### config.mk
export PLATFORM = sky130hd
export DESIGN_NAME = pll_lock_sequencer
export DESIGN_NICKNAME = d
export VERILOG_FILES = /design/src/rtl/usb_clk_pkg.sv /design/src/rtl/pll_lock_sequencer_sync2.sv /design/src/rtl/pll_lock_sequencer.sv
export SDC_FILE = /design/constraint.sdc
export NUM_CORES = 1
export LEC_CHECK = 0
export BUFFER_PORTS_ARGS = -buffer_cell sky130_fd_sc_hd__buf_4
export CAP_MARGIN = 20
export CORE_MARGIN = 2
export CORE_UTILIZATION = 35
export CTS_CLUSTER_SIZE = 10
export DETAILED_ROUTE_END_ITERATION = 10
export GPL_TIMING_DRIVEN = 0
export PLACE_DENSITY_LB_ADDON = 0.12
export SLEW_MARGIN = 20
export SYNTH_ARGS = -nofsm -noshare
export SYNTH_HDL_FRONTEND = slang
export SYNTH_HIERARCHICAL = 1
export SYNTH_SLANG_ARGS = --single-unit
### constraint.sdc
create_clock -name clk -period 2.5 [get_ports clk]
set_clock_uncertainty 0.1 [all_clocks]
set_input_delay 0.125 -clock clk [delete_from_list [all_inputs] [get_ports clk]]
set_output_delay 0.125 -clock clk [all_outputs]
set_load 0.01 [all_outputs]
### src/rtl/usb_clk_pkg.sv
// -----------------------------------------------------------------------------
// usb_clk_pkg
// Shared definitions for the USB clock bring-up logic.
//   pll_seq_state_t : 2-bit state of the PLL lock sequencer
//   DEF_*           : default timing constants for the 27 MHz crystal clock
//   max3/cnt_width  : helpers for sizing the sequencer counter
// -----------------------------------------------------------------------------
package usb_clk_pkg;

    typedef enum logic [1:0] {
        ST_RST_PLL   = 2'd0,
        ST_WAIT_LOCK = 2'd1,
        ST_STABLE    = 2'd2,
        ST_RUN       = 2'd3
    } pll_seq_state_t;

    // 27 MHz crystal: ~1 us reset pulse, ~1 ms lock timeout, ~100 us stability
    localparam int DEF_RESET_CYCLES  = 27;
    localparam int DEF_LOCK_TIMEOUT  = 27000;
    localparam int DEF_STABLE_CYCLES = 2700;

    function automatic int max3(input int a, input int b, input int c);
        int m;
        m = (a > b) ? a : b;
        return (m > c) ? m : c;
    endfunction

    // $clog2 of the largest terminal count; never narrower than one bit
    function automatic int cnt_width(input int max_cycles);
        return (max_cycles > 1) ? $clog2(max_cycles) : 1;
    endfunction

endpackage

### src/rtl/pll_lock_sequencer_sync2.sv
// -----------------------------------------------------------------------------
// sync2
// Generic two-flop synchronizer with synchronous active-high reset.
// Each bit is synchronized independently, so only use it for signals whose
// bits carry no multi-bit relationship (levels, flags).
//   clk    : destination clock
//   i_srst : synchronous reset, clears both stages to 0
//   i_d    : asynchronous input
//   o_q    : synchronized output (second stage)
// -----------------------------------------------------------------------------
module sync2 #(
    parameter int WIDTH = 1
) (
    input  logic             clk,
    input  logic             i_srst,
    input  logic [WIDTH-1:0] i_d,
    output logic [WIDTH-1:0] o_q
);

    logic [WIDTH-1:0] r_meta;
    logic [WIDTH-1:0] r_sync;

    genvar gi;
    generate
        for (gi = 0; gi < WIDTH; gi++) begin : g_bit
            always_ff @(posedge clk) begin
                if (i_srst) begin
                    r_meta[gi] <= 1'b0;
                    r_sync[gi] <= 1'b0;
                end else begin
                    r_meta[gi] <= i_d[gi];
                    r_sync[gi] <= r_meta[gi];
                end
            end
        end
    endgenerate

    assign o_q = r_sync;

endmodule

### src/rtl/pll_lock_sequencer.sv
// -----------------------------------------------------------------------------
// pll_lock_sequencer
// Brings up the 12 MHz USB rPLL from the 27 MHz crystal clock: pulses the PLL
// RESET pin, qualifies the asynchronous LOCK output, and keeps the USB host
// logic in reset until LOCK has been continuously high long enough. Retries
// after a lock timeout, a loss of lock, or a software request, and counts
// retries/relocks (saturating) for debug.
//   clk          : 27 MHz crystal clock (only clock)
//   reset        : synchronous active-high reset
//   pll_lock     : rPLL LOCK, asynchronous
//   force_relock : single-cycle request to restart the sequence
//   pll_reset    : to rPLL RESET, active-high
//   usb_reset    : active-high reset for the USB domain (low only in RUN)
//   locked       : high only in RUN
//   relock_count : saturating count of retries and relocks
// -----------------------------------------------------------------------------
module pll_lock_sequencer
    import usb_clk_pkg::*;
#(
    parameter int RESET_CYCLES  = DEF_RESET_CYCLES,
    parameter int LOCK_TIMEOUT  = DEF_LOCK_TIMEOUT,
    parameter int STABLE_CYCLES = DEF_STABLE_CYCLES
) (
    input  logic       clk,
    input  logic       reset,
    input  logic       pll_lock,
    input  logic       force_relock,
    output logic       pll_reset,
    output logic       usb_reset,
    output logic       locked,
    output logic [7:0] relock_count
);

    localparam int CNT_W = cnt_width(max3(RESET_CYCLES, LOCK_TIMEOUT, STABLE_CYCLES));

    localparam logic [CNT_W-1:0] RC_LAST = CNT_W'(RESET_CYCLES - 1);
    localparam logic [CNT_W-1:0] LT_LAST = CNT_W'(LOCK_TIMEOUT - 1);
    localparam logic [CNT_W-1:0] SC_LAST = CNT_W'(STABLE_CYCLES - 1);

    pll_seq_state_t   r_state;
    logic [CNT_W-1:0] r_cnt;
    logic             r_pll_reset;
    logic             r_usb_reset;
    logic             r_locked;
    logic [7:0]       r_relock_count;

    logic             w_lock_s;
    logic             w_restart;
    logic [7:0]       w_relock_inc;

    sync2 #(
        .WIDTH (1)
    ) u_lock_sync (
        .clk    (clk),
        .i_srst (reset),
        .i_d    (pll_lock),
        .o_q    (w_lock_s)
    );

    // Every path back into RST_PLL outside of reset counts as a relock.
    // A request while already pulsing RESET is dropped so the pulse is not
    // stretched.
    assign w_restart = (r_state != ST_RST_PLL) &&
                       (force_relock ||
                        (r_state == ST_WAIT_LOCK && !w_lock_s && r_cnt == LT_LAST) ||
                        (r_state == ST_RUN && !w_lock_s));

    assign w_relock_inc = (r_relock_count == 8'hFF) ? r_relock_count
                                                    : r_relock_count + 8'd1;

    always_ff @(posedge clk) begin
        if (reset) begin
            r_state        <= ST_RST_PLL;
            r_cnt          <= '0;
            r_pll_reset    <= 1'b1;
            r_usb_reset    <= 1'b1;
            r_locked       <= 1'b0;
            r_relock_count <= 8'd0;
        end else if (w_restart) begin
            r_state        <= ST_RST_PLL;
            r_cnt          <= '0;
            r_pll_reset    <= 1'b1;
            r_usb_reset    <= 1'b1;
            r_locked       <= 1'b0;
            r_relock_count <= w_relock_inc;
        end else begin
            case (r_state)
                ST_RST_PLL: begin
                    if (r_cnt == RC_LAST) begin
                        r_state     <= ST_WAIT_LOCK;
                        r_cnt       <= '0;
                        r_pll_reset <= 1'b0;
                    end else begin
                        r_cnt <= r_cnt + CNT_W'(1);
                    end
                end
                ST_WAIT_LOCK: begin
                    // timeout already handled by w_restart
                    if (w_lock_s) begin
                        r_state <= ST_STABLE;
                        r_cnt   <= '0;
                    end else begin
                        r_cnt <= r_cnt + CNT_W'(1);
                    end
                end
                ST_STABLE: begin
                    // a dropout here is a glitch: requalify without re-pulsing RESET
                    if (!w_lock_s) begin
                        r_state <= ST_WAIT_LOCK;
                        r_cnt   <= '0;
                    end else if (r_cnt == SC_LAST) begin
                        r_state     <= ST_RUN;
                        r_cnt       <= '0;
                        r_usb_reset <= 1'b0;
                        r_locked    <= 1'b1;
                    end else begin
                        r_cnt <= r_cnt + CNT_W'(1);
                    end
                end
                ST_RUN: begin
                    // loss of lock handled by w_restart; counter idles at 0
                    r_cnt <= '0;
                end
                default: begin
                    r_state     <= ST_RST_PLL;
                    r_cnt       <= '0;
                    r_pll_reset <= 1'b1;
                    r_usb_reset <= 1'b1;
                    r_locked    <= 1'b0;
                end
            endcase
        end
    end

    assign pll_reset    = r_pll_reset;
    assign usb_reset    = r_usb_reset;
    assign locked       = r_locked;
    assign relock_count = r_relock_count;

endmodule

==> results.md <==
- Yosys reg bits: 30
- Critical path data arrival time: 2.43 ns
- Fin cells: 243
- Cells on worst reg2reg path: 9
- P&R area growth vs syn: 16.58%
- DRT iter0 DRCs: 60
- Die Area: 5152 sq um
- Worst-margin pin slew: 0.3764 ns
- Layout cell share with drive strength beyond 1: 0.2408
- Status: finished clean
- Initial antenna violation count: 0
- Worst hold slack: 0.3350 ns
- Register area share after synthesis: 0.3735
- Wirelength per Cell: 12.51 microns
- Antenna Nets Post-Route: 0
- Hold Path End: u_lock_sync/o_q
- Drt pass-1 iters: 5
- Setup violators final: 0
- I/O Pins: 15
- Cell Area, Synth: 1608 sq um
- Antenna Cells: 0
- Hold path cells: 1
- CP required: 2.62 ns
- HP Start: u_lock_sync/r_meta
- Clk sink count: 30
- Top cells by count, synth: dfxtp_1 (30), nand2_1 (14), nor2_1 (13), xor2_1 (11)
- # H-tree levels: 2
- Highest Clock Rate: 431.5 MHz
- Count leader, synth: dfxtp_1
- Port-buffer cells: 14
- Crit share post-route: 0.9270
- DR vias/cell: 5.103
- Largest net degree at the start of global routing: 11
- # fillers: 441
- Total wire length: 3040 microns
- Initial Utilization: 0.3667
- Setup TNS: 0 ns
- Rel. slew slack: 0.7471
- Final hold vios: 0
- DP Cell Count: 234
- DIE HEIGHT: 71.78 microns
- Tmin final: 2.317 ns
- CTS clk-pin slew, worst paths: 0.06 ns
- Worst skew pair latency: 0.28 ns
- CTS tree: done
- Area share of the largest cell type after synthesis: 0.3735
- Total of max-cap violations: 0
- Cell taking the most area after synthesis: dfxtp_1
- Post-Synthesis Net Count: 182
- Post-cts resize count: 0
- Slew Viols, Final: 0
- Leakage: 0.7294 nW
- Main synth FF type: dfxtp_1
- Root Buffer Master: clkbuf_8
- Gpl congestion: 0.7647
- CP Class: reg -> reg
- Power Density: 605.9 nW/um^2
- Die X: 71.78 microns
- Flop2flop setup slack: 0.18 ns
- Reg2reg start: r_state[1]
- CORE AREA: 4384 sq um
- Row count: 24
- First-pass GRT wire length: 5402 microns
- Final #Nets: 205
- Area contributors post-synth: dfxtp_1 (37%), ha_1 (7.8%), xor2_1 (6.0%)
- Detailed-route via count: 1240
- Syn Inst Count: 168
- Vias in the first global route: 1194
- GRT Util Overall: 0.1350
- Post-synth EDFFs: 0
- Pwr Total: 1.136 mW
- Detailed Place HPWL: 2258 microns
- Mean post-synth cell area: 9.570 sq um
- Grt total ovfl: 0
- Fraction of registers with async set/reset: 0
- RSZ-0062 raised after global routing: false
- CTS Buf Count: 5
- CTS Buffer Depth: 2
- Min-Delay Path Class: reg -> reg
- Yosys Warn Count: 6
- Max FO, Critical Path: 10
- Startpoint types: flip-flop
- Netlist cell types: 46
- Setup crit end kind: flip-flop
- # DRC: 0
- VDD IR-drop max: 0.2859 mV
- Reg2reg end: r_cnt[13]
-- placed cells by master, fill, tap and decap left out, drive strengths merged, types with 3 or more instances in the layout --
cell type  instances
ha                10
nand2             14
clkbuf             7
xor2              11
nand3              5
nor2              23
inv                6
nand2b             4
buf               17
dfxtp             30
a21oi              5
xnor2              5
and2               3
a21o               3
nor2b              4
nand4              4
and3               4
o211ai             3
o21ai              4
-- routing by layer --
| layer | GRT usage | vias to the layer above | part of all wire |
|---|---|---|---|
| met5 | 0 | - | 0 |
| met4 | 0.06289 | 0 | 0.022 |
| met3 | 0.04219 | 8 | 0.051 |
| met2 | 0.2088 | 31 | 0.46 |
| met1 | 0.1711 | 571 | 0.47 |
| li1 | - | 630 | - |
-- logic make-up after synthesis --
logic type	count (synthesis)	synth area share
adder cells (fa/ha/maj)	10	0.07782
AO/OA/AOI/OAI	23	0.1230
flip-flops	30	0.3735
buffers and inverters	9	0.03268
multiplexers	2	0.01245
XOR/XNOR	16	0.08716
AND/OR/NAND/NOR	78	0.2934
-- critical path, stage by stage (launching register included) --
cell	delay (ns)
dfxtp_1	0.40
inv_1	0.11
ha_1	0.25
nor4bb_1	0.14
and4b_1	0.21
buf_6	0.13
o31a_4	0.30
a211o_2	0.34
buf_6	0.17
nor2_2	0.11
-- worst max-delay path by stage --
stage	depth (start not counted)	end	slack [ns]	startpoint
final	9	r_cnt[13]	0.18	r_state[1]
after global routing	9	r_cnt[13]	0.07	r_state[1]
after detailed placement	9	r_cnt[12]	0.19	r_state[1]
after CTS	9	r_cnt[13]	0.17	r_state[1]
after global placement	9	r_cnt[7]	0.23	r_state[1]
after floorplan	9	r_cnt[9]	0.41	r_state[1]
-- power breakdown --
group	internal [mW]	switching [mW]
registers	0.509	0.0454
logic	0.0998	0.123
clock network	0.191	0.167
-- repair_timing --
item / in CTS / in global routing
buffers inserted: 0 / 0
hold buffers: 2 / 0
hold endpoints to repair: 2 / 0
-- metrics by stage --
step	setup slack, ns	util	instance area (sq um)
after floorplan	0.4087	-	1608
after global placement	0.2316	0.4055	1778
after detailed placement	0.1929	0.4055	1778
after CTS	0.1678	0.4275	1874
after global routing	0.06615	0.4275	1874
final	0.1826	0.4275	1874
-- cell type report --
cell class                 instances  area, sq um  share of cell area
multi-input combinational        129        954.7              0.5093
sequential                        30        600.6              0.3204
timing repair buffer              16        125.1             0.06676
clock buffer                       7        76.32             0.04072
tap                               52        65.06             0.03471
buffer                             3        30.03             0.01602
inverter                           6        22.52             0.01202
-- flip-flops by register name, summed over array words and instances, names as in the netlist --
signal / flops
usb_reset: 1
locked: 1
u_lock_sync/r_meta: 1
relock_count: 8
r_cnt: 15
u_lock_sync/o_q: 1
r_state: 2
pll_reset: 1
(Power assumes the default switching activity.)
